**src/rtl/demux_dispatcher.sv**
```systemverilog
// demux_dispatcher: buffers {dest, data} words in a small FIFO and feeds them one
// at a time to the 1-to-4 demux through a registered A/SEL stage, counting
// transfers per destination.
module demux_dispatcher #(
    parameter int unsigned DEPTH = 4,
    parameter int unsigned CNT_W = 8
) (
    input  logic                         CLK,
    input  logic                         RST_N,
    input  logic [1:0]                   IN_DATA,
    input  logic [1:0]                   IN_DEST,
    input  logic                         IN_VALID,
    output logic                         IN_READY,
    output logic [1:0]                   A,
    output logic [1:0]                   SEL,
    output logic                         OUT_VALID,
    input  logic                         OUT_READY,
    input  logic                         FLUSH,
    input  logic [1:0]                   COUNT_SEL,
    output logic [CNT_W-1:0]             COUNT,
    output logic [$clog2(DEPTH+1)-1:0]   LEVEL,
    output logic                         FULL,
    output logic                         EMPTY
);

    localparam int unsigned AW = $clog2(DEPTH);
    localparam int unsigned LW = $clog2(DEPTH+1);

    typedef struct packed {
        logic [1:0] dest;
        logic [1:0] data;
    } word_t;

    word_t            r_mem [DEPTH];
    logic [AW-1:0]    r_wr_ptr;
    logic [AW-1:0]    r_rd_ptr;
    logic [LW-1:0]    r_level;
    logic [1:0]       r_a;
    logic [1:0]       r_sel;
    logic             r_out_valid;
    logic [CNT_W-1:0] r_cnt [4];

    logic  w_full;
    logic  w_fifo_empty;
    logic  w_push;
    logic  w_xfer;
    logic  w_load;
    logic  w_pop;
    logic  w_bypass;
    logic  w_fifo_wr;
    word_t w_in_word;
    word_t w_head;

    assign w_full       = (r_level == LW'(DEPTH));
    assign w_fifo_empty = (r_level == LW'(0));
    assign w_in_word    = '{dest: IN_DEST, data: IN_DATA};
    assign w_head       = r_mem[r_rd_ptr];

    // Handshake decode: output stage reloads when empty or draining; bypass skips an empty FIFO.
    assign w_push    = IN_VALID && IN_READY;
    assign w_xfer    = r_out_valid && OUT_READY;
    assign w_load    = !r_out_valid || w_xfer;
    assign w_pop     = w_load && !w_fifo_empty;
    assign w_bypass  = w_load && w_fifo_empty && w_push;
    assign w_fifo_wr = w_push && !w_bypass && !FLUSH;

    // Ready depends only on registered occupancy, held low while in reset.
    assign IN_READY  = RST_N && !w_full;
    assign A         = r_a;
    assign SEL       = r_sel;
    assign OUT_VALID = r_out_valid;
    assign COUNT     = r_cnt[COUNT_SEL];
    assign LEVEL     = r_level;
    assign FULL      = w_full;
    assign EMPTY     = w_fifo_empty && !r_out_valid;

    // FIFO storage; contents are don't-care until written, so no reset.
    always_ff @(posedge CLK) begin
        if (w_fifo_wr) begin
            r_mem[r_wr_ptr] <= w_in_word;
        end
    end

    // Pointers, occupancy and the registered output stage; FLUSH overrides everything here.
    always_ff @(posedge CLK or negedge RST_N) begin
        if (!RST_N) begin
            r_wr_ptr    <= '0;
            r_rd_ptr    <= '0;
            r_level     <= '0;
            r_a         <= '0;
            r_sel       <= '0;
            r_out_valid <= 1'b0;
        end else if (FLUSH) begin
            r_wr_ptr    <= '0;
            r_rd_ptr    <= '0;
            r_level     <= '0;
            r_a         <= '0;
            r_sel       <= '0;
            r_out_valid <= 1'b0;
        end else begin
            if (w_fifo_wr) begin
                r_wr_ptr <= r_wr_ptr + AW'(1);
            end
            if (w_pop) begin
                r_rd_ptr <= r_rd_ptr + AW'(1);
            end
            if (w_fifo_wr && !w_pop) begin
                r_level <= r_level + LW'(1);
            end else if (w_pop && !w_fifo_wr) begin
                r_level <= r_level - LW'(1);
            end
            if (w_load) begin
                if (w_pop) begin
                    r_a         <= w_head.data;
                    r_sel       <= w_head.dest;
                    r_out_valid <= 1'b1;
                end else if (w_bypass) begin
                    r_a         <= IN_DATA;
                    r_sel       <= IN_DEST;
                    r_out_valid <= 1'b1;
                end else begin
                    r_a         <= '0;
                    r_sel       <= '0;
                    r_out_valid <= 1'b0;
                end
            end
        end
    end

    // Per-destination transfer counters; a transfer seen by the consumer counts even during FLUSH.
    always_ff @(posedge CLK or negedge RST_N) begin
        if (!RST_N) begin
            for (int i = 0; i < 4; i++) begin
                r_cnt[i] <= '0;
            end
        end else if (w_xfer) begin
            r_cnt[r_sel] <= r_cnt[r_sel] + CNT_W'(1);
        end
    end

endmodule

```
**config.mk**
```make
export PLATFORM = sky130hd
export DESIGN_NAME = demux_dispatcher
export DESIGN_NICKNAME = d
export VERILOG_FILES = /design/src/rtl/demux_dispatcher.sv
export SDC_FILE = /design/constraint.sdc
export NUM_CORES = 1
export LEC_CHECK = 0
export ABC_AREA = 1
export CORE_ASPECT_RATIO = 2
export CORE_MARGIN = 5
export CORE_UTILIZATION = 35
export CTS_CLUSTER_DIAMETER = 150
export DETAILED_ROUTE_END_ITERATION = 8
export GPL_TIMING_DRIVEN = 0
export RECOVER_POWER = 25
export SYNTH_ARGS = -nofsm -noshare
export SYNTH_HDL_FRONTEND = slang
export SYNTH_SLANG_ARGS = --single-unit
```
**constraint.sdc**
```tcl
create_clock -name CLK -period 2.2 [get_ports CLK]
set_input_delay 0.44 -clock CLK [delete_from_list [all_inputs] [get_ports CLK]]
set_output_delay 0.44 -clock CLK [all_outputs]
set_load 0.03 [all_outputs]
```
==> reports/results.ini <==
[floorplanning]
fp-row-count = 50
die_height_um = 148
die_area_um2 = 11700
floorplan.initialDensity_pct = 35.6
die_w_um = 79.1
core_area_um2 = 9380
ios = 30

[clock_tree]
cts_buffers = 9
cts_sinks = 60
cts_root_buf = clkbuf_16
cts_max_level = 3
cts.clk_slew.worst_paths_ns = 0.05
clock_latency_ns = 0.33
ctsLongestPathBuffers = 2
tritoncts = built

[synth]
synthesis.area_um2 = 3340
async_flop_share_pct = 73.3
ys_ff_latch = 60
synth_area_leader_cell = dfrtp_1
synthCells = 432
avgSynthCellArea_um2 = 7.74
syn_nets = 449
yosys-top-cells-area = dfrtp_1 (33%), nand2_1 (19%), edfxtp_1 (14%)
synth_edf_count = 16
synthTopCellsByCount = nand2_1 (173), dfrtp_1 (44), nand3_1 (43), inv_1 (32), nor2_1 (32)
yosys_warnings = 0
ys.flop_type = dfrtp_1
seq_area_frac_synth_pct = 47.3
synth_most_common_cell = nand2_1
ys_types = 32
yosys.area.top_type_share_pct = 32.9

[routing]
drt_iter0_drc = 179
final_antenna_net_count = 0
vias_per_cell = 5.21
drc = 0
vias = 3063
wl_per_cell_um = 16.0
routed_wl_um = 9390
dr.pass1.iters = 5

[setup_path]
worst_setup_path_end_kind = flip-flop
worst_ep_required_time_ns = 2.42
critical_path_class = in -> reg
arrival_ns = 2.27
cp_max_fo = 5
start_kind = input port

[sta]
finalMaxSlewViolations = 0
worstMarginPinSlew_ns = 0.596
final.setup_skew_ns = 0.00679
rsz0062_at_grt = false
finalSetupViolCount = 0
hold_violations = 0
relSlewSlack_pct = 60.1
fin_crit_sh_pct = 93.2
post-route-min-period_ns = 2.05
clock.fmax_mhz = 488

[cells_and_area]
fillers = 944
drive_gt1_share_pct = 14.9
area_delta_synth_final_pct = 25.4
diodes = 0
final_cells = 588
fin_nets = 496

[power_and_ir_drop]
power_density_nw_per_um2 = 1170
peakVddDrop_mv = 0.559
total_power_w = 0.00491
p_leak_nw = 1.98

[global_route]
antenna_found_initial = 0
grt_start_max_net_pins = 26
grt_pass1_vias = 3248
grt_first_pass_wirelength_um = 15700
grt_usage_pct = 17.6
overflow = 0

[placement]
post-dp-hpwl_um = 6970
gp_congestion = 0.873
port-buffer-count = 29
dp_cells = 566

[status]
status = completed

[min_path]
hp-class = in -> async

[run]
cap_violations = 0

[cells by family (layout without fill, tap and decap cells)]
group                    count (synthesis)  count (layout)  share of synthesized area [%]
XOR/XNOR                                 3               3                          0.786
flip-flops                              60              60                           47.3
AO/OA/AOI/OAI                           48              48                           8.04
adder cells (fa/ha/maj)                  6               6                           2.47
buffers and inverters                   49             101                           7.63
AND/OR/NAND/NOR                        266             266                           33.8
[repair_timing]
item / in CTS / in global routing
gates resized for setup: 43 / 10
buffers inserted: 0 / 3
setup endpoints to repair: 29 / 25
hold endpoints to repair: 2 / 0
hold buffers: 3 / 0
pin swaps: 0 / 2
[worst max-delay path, cell delays in order]
cell	delay (ns)
clkdlybuf4s50_1	0.47
inv_1	0.05
nand2_2	0.10
nand3_4	0.10
nand3_4	0.09
nor2_2	0.07
nand2_1	0.09
inv_1	0.06
fa_2	0.35
xnor2_2	0.19
inv_1	0.06
nand2_1	0.06
nand2_1	0.04
nand2_1	0.05
nand2_1	0.05
[per-layer routing]
layer | vias to the layer above | share of wire (%) | wire (um) | global-route usage, %
li1 | 1483 | - | - | -
met1 | 1439 | 35 | 3270 | 16.9
met2 | 107 | 56 | 5270 | 33.2
met3 | 34 | 5.0 | 473 | 3.15
met4 | 0 | 4.1 | 387 | 11.0
met5 | - | 0 | 0 | 0
[cells in the final DEF, fill, tap and decap left out, drive strengths merged]
master / count
buf: 14
nand2: 181
a21boi: 1
clkinvlp: 2
nand3: 45
clkinv: 1
ha: 5
nor2: 39
o22ai: 8
inv: 36
fa: 1
xor2: 1
clkdlybuf4s15: 6
dfrtp: 44
xnor2: 2
bufinv: 1
a21oi: 2
dlygate4sd3: 6
o21ai: 35
dlygate4sd2: 4
edfxtp: 16
nand4: 1
o21bai: 2
clkbuf: 19
clkdlybuf4s50: 12
[final cells by class]
type / instances / area [um^2] / share of cell area, %
Tap cell: 104 / 130 / 3.10
Timing Repair Buffer: 36 / 344 / 8.20
Clock inverter: 3 / 45.0 / 1.07
Inverter: 37 / 146 / 3.49
Buffer: 12 / 116 / 2.77
Sequential cell: 60 / 1580 / 37.7
Multi-Input combinational cell: 323 / 1570 / 37.4
Clock buffer: 13 / 262 / 6.24
[through the flow]
step | worst slack (ns) | area [um^2] | hold slack [ns] | utilization, % | TNS (ns)
detailed placement | -1.04 | 3790 | 0.452 | 40.4 | -17.37
floorplan | 0.0388 | 3360 | 0.144 | - | 0
finish | 0.150 | 4190 | 0.187 | 44.7 | 0
global placement | -2.01 | 3780 | 0.485 | 40.2 | -86.61
CTS | -0.0468 | 4140 | 0.0504 | 44.1 | -0.0468
global route | 0.0122 | 4190 | 0.227 | 44.7 | 0
[registers in the layout, indices dropped and copies added (netlist names)]
register and flops:
OUT_VALID 1, r_mem 16, r_wr_ptr 2, A 2, SEL 2, r_cnt 32, LEVEL 3, r_rd_ptr 2
[power breakdown]
part | leakage, nW | switching, W | internal (W)
clock | 0.141 | 0.000494 | 0.000946
sequential | 0.738 | 0.000189 | 0.00135
combinational | 1.10 | 0.00126 | 0.000672
total | 1.98 | 0.00194 | 0.00297
[path summary, 6_finish.rpt]
| kind | cells past startpoint | end | from | slack (ns) |
|---|---|---|---|---|
| worst max-delay path | 15 | LEVEL[2]$_DFFE_PN0P_ | OUT_READY | 0.15 |
| worst min-delay path | 2 | r_cnt[24]$_DFFE_PN0P_ | RST_N | 0.19 |
| max in group asynchronous | 2 | r_rd_ptr[1]$_DFFE_PN0P_ | RST_N | 0.99 |
| worst min register to register | 2 | r_cnt[14]$_DFFE_PN0P_ | r_cnt[14]$_DFFE_PN0P_ | 0.50 |
| min in group CLK | 2 | r_cnt[14]$_DFFE_PN0P_ | r_cnt[14]$_DFFE_PN0P_ | 0.50 |
| worst max register to register | 13 | LEVEL[2]$_DFFE_PN0P_ | LEVEL[1]$_DFFE_PN0P_ | 0.22 |
No activity file was read; power rests on OpenSTA's default activity.
